[src/rtl/rf_wb_sched_pkg.sv]
// Shared widths and requester IDs for the register-file writeback scheduler.
// The width defines are guarded so an existing project-wide definition takes precedence.
`ifndef RF_ADDR_WIDTH
`define RF_ADDR_WIDTH 5
`endif
`ifndef WORD_WIDTH
`define WORD_WIDTH 32
`endif

package rf_wb_sched_pkg;

  localparam int unsigned NUM_REGS = 1 << `RF_ADDR_WIDTH;

  typedef enum logic {
    WB_ALU = 1'b0,
    WB_LSU = 1'b1
  } wb_id_e;

endpackage

[src/rtl/rr_arb2.sv]
// Two-way round-robin arbiter; the last-grant register moves only when a grant is given.
// Every grant is a completed handshake, because a grant is only ever raised on an active request.
module rr_arb2
  import rf_wb_sched_pkg::*;
(
  input  logic       clk,
  input  logic       rst,
  input  logic [1:0] req,
  output logic [1:0] gnt
);

  wb_id_e last_grant;

  // NOTE: give every combinational output a default first so no path infers a latch.
  always_comb begin
    gnt = 2'b00;
    if (!rst) begin
      case (req)
        2'b01:   gnt = 2'b01;
        2'b10:   gnt = 2'b10;
        2'b11:   gnt = (last_grant == WB_LSU) ? 2'b01 : 2'b10;
        default: gnt = 2'b00;
      endcase
    end
  end

  // NOTE: sequential state uses non-blocking assignments only.
  always_ff @(posedge clk) begin
    if (rst)         last_grant <= WB_LSU;
    else if (gnt[0]) last_grant <= WB_ALU;
    else if (gnt[1]) last_grant <= WB_LSU;
  end

endmodule

[src/rtl/rf_wb_sched.sv]
// Shares the single register-file write port between the ALU and load-unit writebacks
// and keeps a busy scoreboard that stalls issue on RAW/WAW hazards.
module rf_wb_sched
  import rf_wb_sched_pkg::*;
(
  input  logic                      clk,
  input  logic                      rst,
  input  logic                      issue_valid,
  input  logic [`RF_ADDR_WIDTH-1:0] issue_rd,
  input  logic [`RF_ADDR_WIDTH-1:0] issue_rs1,
  input  logic [`RF_ADDR_WIDTH-1:0] issue_rs2,
  output logic                      issue_ready,
  input  logic                      wb0_valid,
  input  logic [`RF_ADDR_WIDTH-1:0] wb0_addr,
  input  logic [`WORD_WIDTH-1:0]    wb0_data,
  input  logic                      wb1_valid,
  input  logic [`RF_ADDR_WIDTH-1:0] wb1_addr,
  input  logic [`WORD_WIDTH-1:0]    wb1_data,
  output logic                      wb0_ready,
  output logic                      wb1_ready,
  output logic                      rf_we,
  output logic [`RF_ADDR_WIDTH-1:0] rf_waddr,
  output logic [`WORD_WIDTH-1:0]    rf_wdata,
  output logic                      idle
);

  logic [1:0]          gnt;
  logic [NUM_REGS-1:0] busy;
  logic [NUM_REGS-1:0] set_vec;
  logic [NUM_REGS-1:0] clr_vec;

  rr_arb2 u_arb (
    .clk (clk),
    .rst (rst),
    .req ({wb1_valid, wb0_valid}),
    .gnt (gnt)
  );

  assign wb0_ready = gnt[0];
  assign wb1_ready = gnt[1];

  always_comb begin
    rf_waddr = '0;
    rf_wdata = '0;
    if (gnt[0]) begin
      rf_waddr = wb0_addr;
      rf_wdata = wb0_data;
    end else if (gnt[1]) begin
      rf_waddr = wb1_addr;
      rf_wdata = wb1_data;
    end
  end

  // x0 writebacks still handshake but never reach the register file.
  assign rf_we = (|gnt) && (rf_waddr != '0);

  // busy[0] is held at 0, so x0 operands never stall; no bypass from this cycle's clear.
  assign issue_ready = !rst && issue_valid &&
                       !busy[issue_rs1] && !busy[issue_rs2] && !busy[issue_rd];

  always_comb begin
    set_vec = '0;
    clr_vec = '0;
    if (issue_ready) set_vec[issue_rd] = 1'b1;
    if (|gnt)        clr_vec[rf_waddr] = 1'b1;
  end

  // Set is applied after clear so a same-cycle issue to a retiring rd keeps it busy.
  always_ff @(posedge clk) begin
    if (rst) busy <= '0;
    else     busy <= ((busy & ~clr_vec) | set_vec) & ~NUM_REGS'(1);
  end

  assign idle = (busy == '0);

endmodule

[config.mk]
export PLATFORM = sky130hd
export DESIGN_NAME = rf_wb_sched
export DESIGN_NICKNAME = d
export VERILOG_FILES = /design/src/rtl/rf_wb_sched_pkg.sv /design/src/rtl/rr_arb2.sv /design/src/rtl/rf_wb_sched.sv
export SDC_FILE = /design/constraint.sdc
export NUM_CORES = 1
export LEC_CHECK = 0
export CORE_MARGIN = 2
export CORE_UTILIZATION = 45
export DETAILED_ROUTE_END_ITERATION = 8
export GPL_TIMING_DRIVEN = 0
export PLACE_DENSITY = 0.85
export SETUP_SLACK_MARGIN = 0.4
export SKIP_CTS_REPAIR_TIMING = 1
export SYNTH_ARGS = -nofsm -noshare
export SYNTH_HDL_FRONTEND = slang
export SYNTH_SLANG_ARGS = --single-unit
[constraint.sdc]
create_clock -name clk -period 9.5 [get_ports clk]
set_input_delay 2.375 -clock clk [delete_from_list [all_inputs] [get_ports clk]]
set_output_delay 2.375 -clock clk [all_outputs]
set_load 0.1 [all_outputs]
==> flow_metrics.py <==
metrics = {
    "outcome": {
        "status": "finished, final reports clean",
    },
    "finish": {
        "fillers": 539,
        "multi_input_area_um2": 2252,
        "seqCellArea_um2": 640.6,
        "synthToLayoutAreaGrowth_pct": 48.80,
        "antenna_cells": 0,
        "fin_area_um2": 4567,
        "layout-drive-gt1-share_pct": 12.30,
        "nets": 605,
        "fin_cells": 592,
    },
    "placement": {
        "dp_cells": 584,
        "postPlaceCellArea_um2": 4441,
        "dp_hpwl_um": 9726,
        "place_congestion": 0.9181,
        "io_buffer_count": 127,
    },
    "floorplanning": {
        "coreArea_um2": 6681,
        "start_util_pct": 45.94,
        "dieHeight_um": 86.59,
        "die_w_um": 86.59,
        "rows": 30,
        "die_area_um2": 7497,
        "io_pins": 136,
    },
    "drt": {
        "vias": 3777,
        "vias_per_cell": 6.380,
        "drt_first_pass_iters": 5,
        "wire_per_inst_um": 20.75,
        "first_iter_violations": 411,
        "drc": 0,
        "ant_nets": 0,
        "wirelength_um": 12280,
    },
    "timing": {
        "clock_skew_ns": 0.009569,
        "setup_violations": 0,
        "post-route-min-period_ns": 8.718,
        "slew_violations": 0,
        "rsz0062_at_grt": "no",
        "max_slew.worst_pin.slew_ns": 1.081,
        "slew_headroom_pct": 27.20,
        "setup-tns-final_ns": 0,
        "post-route-period-util_pct": 91.77,
        "hold_viol": 0,
        "fmax_mhz": 114.7,
        "holdWs_ns": 0.5446,
    },
    "synthesis": {
        "syn_avg_cell_area_um2": 8.141,
        "synth_top_area_share_pct": 20.87,
        "synth-seq-cells": 32,
        "async_reset_ff_share_pct": 0,
        "synth_area_leaders": "dfxtp_1, a22o_1, o21ai_2, mux4_2, nand2_1",
        "synth_cells": 377,
        "yosysUniqueCellTypes": 51,
        "netlist.top_cell.by_area": "dfxtp_1",
        "synth_area_um2": 3069,
        "synth_warnings": 0,
        "synthFlopType": "dfxtp_1",
        "synth_edf_count": 0,
        "synth_seq_area_share_pct": 20.87,
        "syn-num-nets": 471,
    },
    "clock_tree": {
        "clock-root-buffer": "clkbuf_8",
        "cts.sinks": 32,
        "clk_pin_slew_ns": 0.07,
        "ctsLongestPathBuffers": 2,
        "htreeDepth": 2,
        "cts_inserted_buffers": 5,
        "insertion_delay_ns": 0.29,
        "cts_tree": "done",
    },
    "worst_setup_path": {
        "r2r_cells": 7,
        "path_cells": "clkdlybuf4s50_1 > clkbuf_1 > mux2i_1 > nor3_1 > or4_4 > nor4_2 > o2111ai_2 > buf_6 > nor2_1 > clkdlybuf4s50_1",
        "timing.rr.start": "busy[1]",
        "end_kind": "primary output",
        "cp_data_required_time_ns": 7.13,
        "path_class": "in2out",
        "path_buf_inv": 4,
        "cpPeakStageDelay_ns": 1.15,
        "startpoint_type": "input port",
        "cp_max_fo": 10,
        "crit_top_cell": "clkdlybuf4s50_1",
        "crit_cells": 10,
        "cp.arrival_ns": 6.34,
        "startpoint": "issue_rs2[2]",
        "crit_slowest_cell": "clkdlybuf4s50_1",
        "critPathTopFamily": "buffers and inverters",
    },
    "power_and_ir_drop": {
        "ir_drop_v": 0.00006170,
        "power_leakage_nw": 1.592,
        "p_total_mw": 0.5117,
        "powerDensity_nw_per_um2": 112.0,
    },
    "grt": {
        "grt_overflow": 0,
        "grt_max_degree": 11,
        "antenna_found_initial": 0,
        "grt_pass1_wl_um": 18770,
        "track_usage_pct": 32.22,
        "first_global_vias": 3533,
    },
    "hold_path": {
        "whs_path_depth": 3,
        "holdCritStartpoint": "u_arb.last_grant",
        "hold_class": "reg2reg",
    },
    "job": {
        "maxCapViolCount": 0,
    },
}
==> registers in the layout (all words and copies together), names as in the netlist <==
signal            flops
busy                 31
u_arb.last_grant      1
==> report_power, final <==
part           total (mW)  switching, mW  leakage (nW)  internal (mW)
Clock               0.148         0.0554        0.0645         0.0926
Combinational       0.227          0.152          1.27         0.0749
Sequential          0.136        0.00130         0.258          0.135
==> worst register-to-register path: cells and delay by family (launching register included) <==
family / cells / cell delay (ns)
simple gates: 3 / 0.97
mux: 1 / 0.29
buf+inv: 1 / 0.27
flops: 1 / 0.37
compound gates: 2 / 0.50
==> worst paths after layout <==
check	endpoint	slack (ns)
hold / removal	u_arb.last_grant	0.54
setup reg to reg	busy[4]	7.04
setup / recovery	issue_ready	0.78
hold reg to reg	u_arb.last_grant	0.54
==> cell type report <==
class / count / area share, %
Clock buffer: 7 / 2.110
Clock inverter: 1 / 0.6575
Sequential cell: 32 / 14.03
Timing Repair Buffer: 127 / 27.84
Multi-Input combinational cell: 308 / 49.32
Buffer: 34 / 3.616
Tap cell: 80 / 2.192
Inverter: 3 / 0.2466
==> metal layers <==
metal	global-route usage, %	vias to the layer above	wire length (um)
met3	6.190	31	1186
met4	9.943	0	261
met5	0	-	0
met2	54.06	237	6051
li1	-	1737	-
met1	41.94	1772	4783
==> cells in the mapped netlist (9+ instances only) <==
library cell  number
nand2_1           45
nor2_1            45
a22o_1            32
dfxtp_1           32
o21ai_2           29
clkbuf_1          23
o211ai_1          21
mux2i_1           15
o311ai_0          12
mux4_2            11
nor4_1             9
==> cells by family (layout without fill, tap and decap cells) <==
family	Yosys count	in the layout	share of synthesized area [%]
AOI/OAI and AO/OA	123	123	32.49
and+or+nand+nor	150	150	24.01
DFF	32	32	20.87
buffers and inverters	37	172	5.748
muxes	35	35	16.88
==> through the flow <==
stage	setup slack (ns)	util, %
CTS	0.7925	68.35
global route	0.6332	68.35
global placement	0.8710	66.46
floorplan	1.632	-
detailed placement	0.8051	66.46
finish	0.7816	68.35
==> cells in the final DEF (no fill, tap or decap), types with 6 or more instances in the layout <==
cell type and n:
a21oi_1 7, nor4_1 9, mux2i_1 15, clkbuf_1 23
clkdlybuf4s50_1 127, dfxtp_1 32, mux2_1 7, o21ai_2 29
o311ai_0 12, o211ai_1 21, nor2_1 45, nand2_1 45
nand2b_1 6, clkbuf_8 7, a22o_1 32, mux4_2 11
nand4_1 7, nand3_1 7
Power figures use the tool's default switching activity.
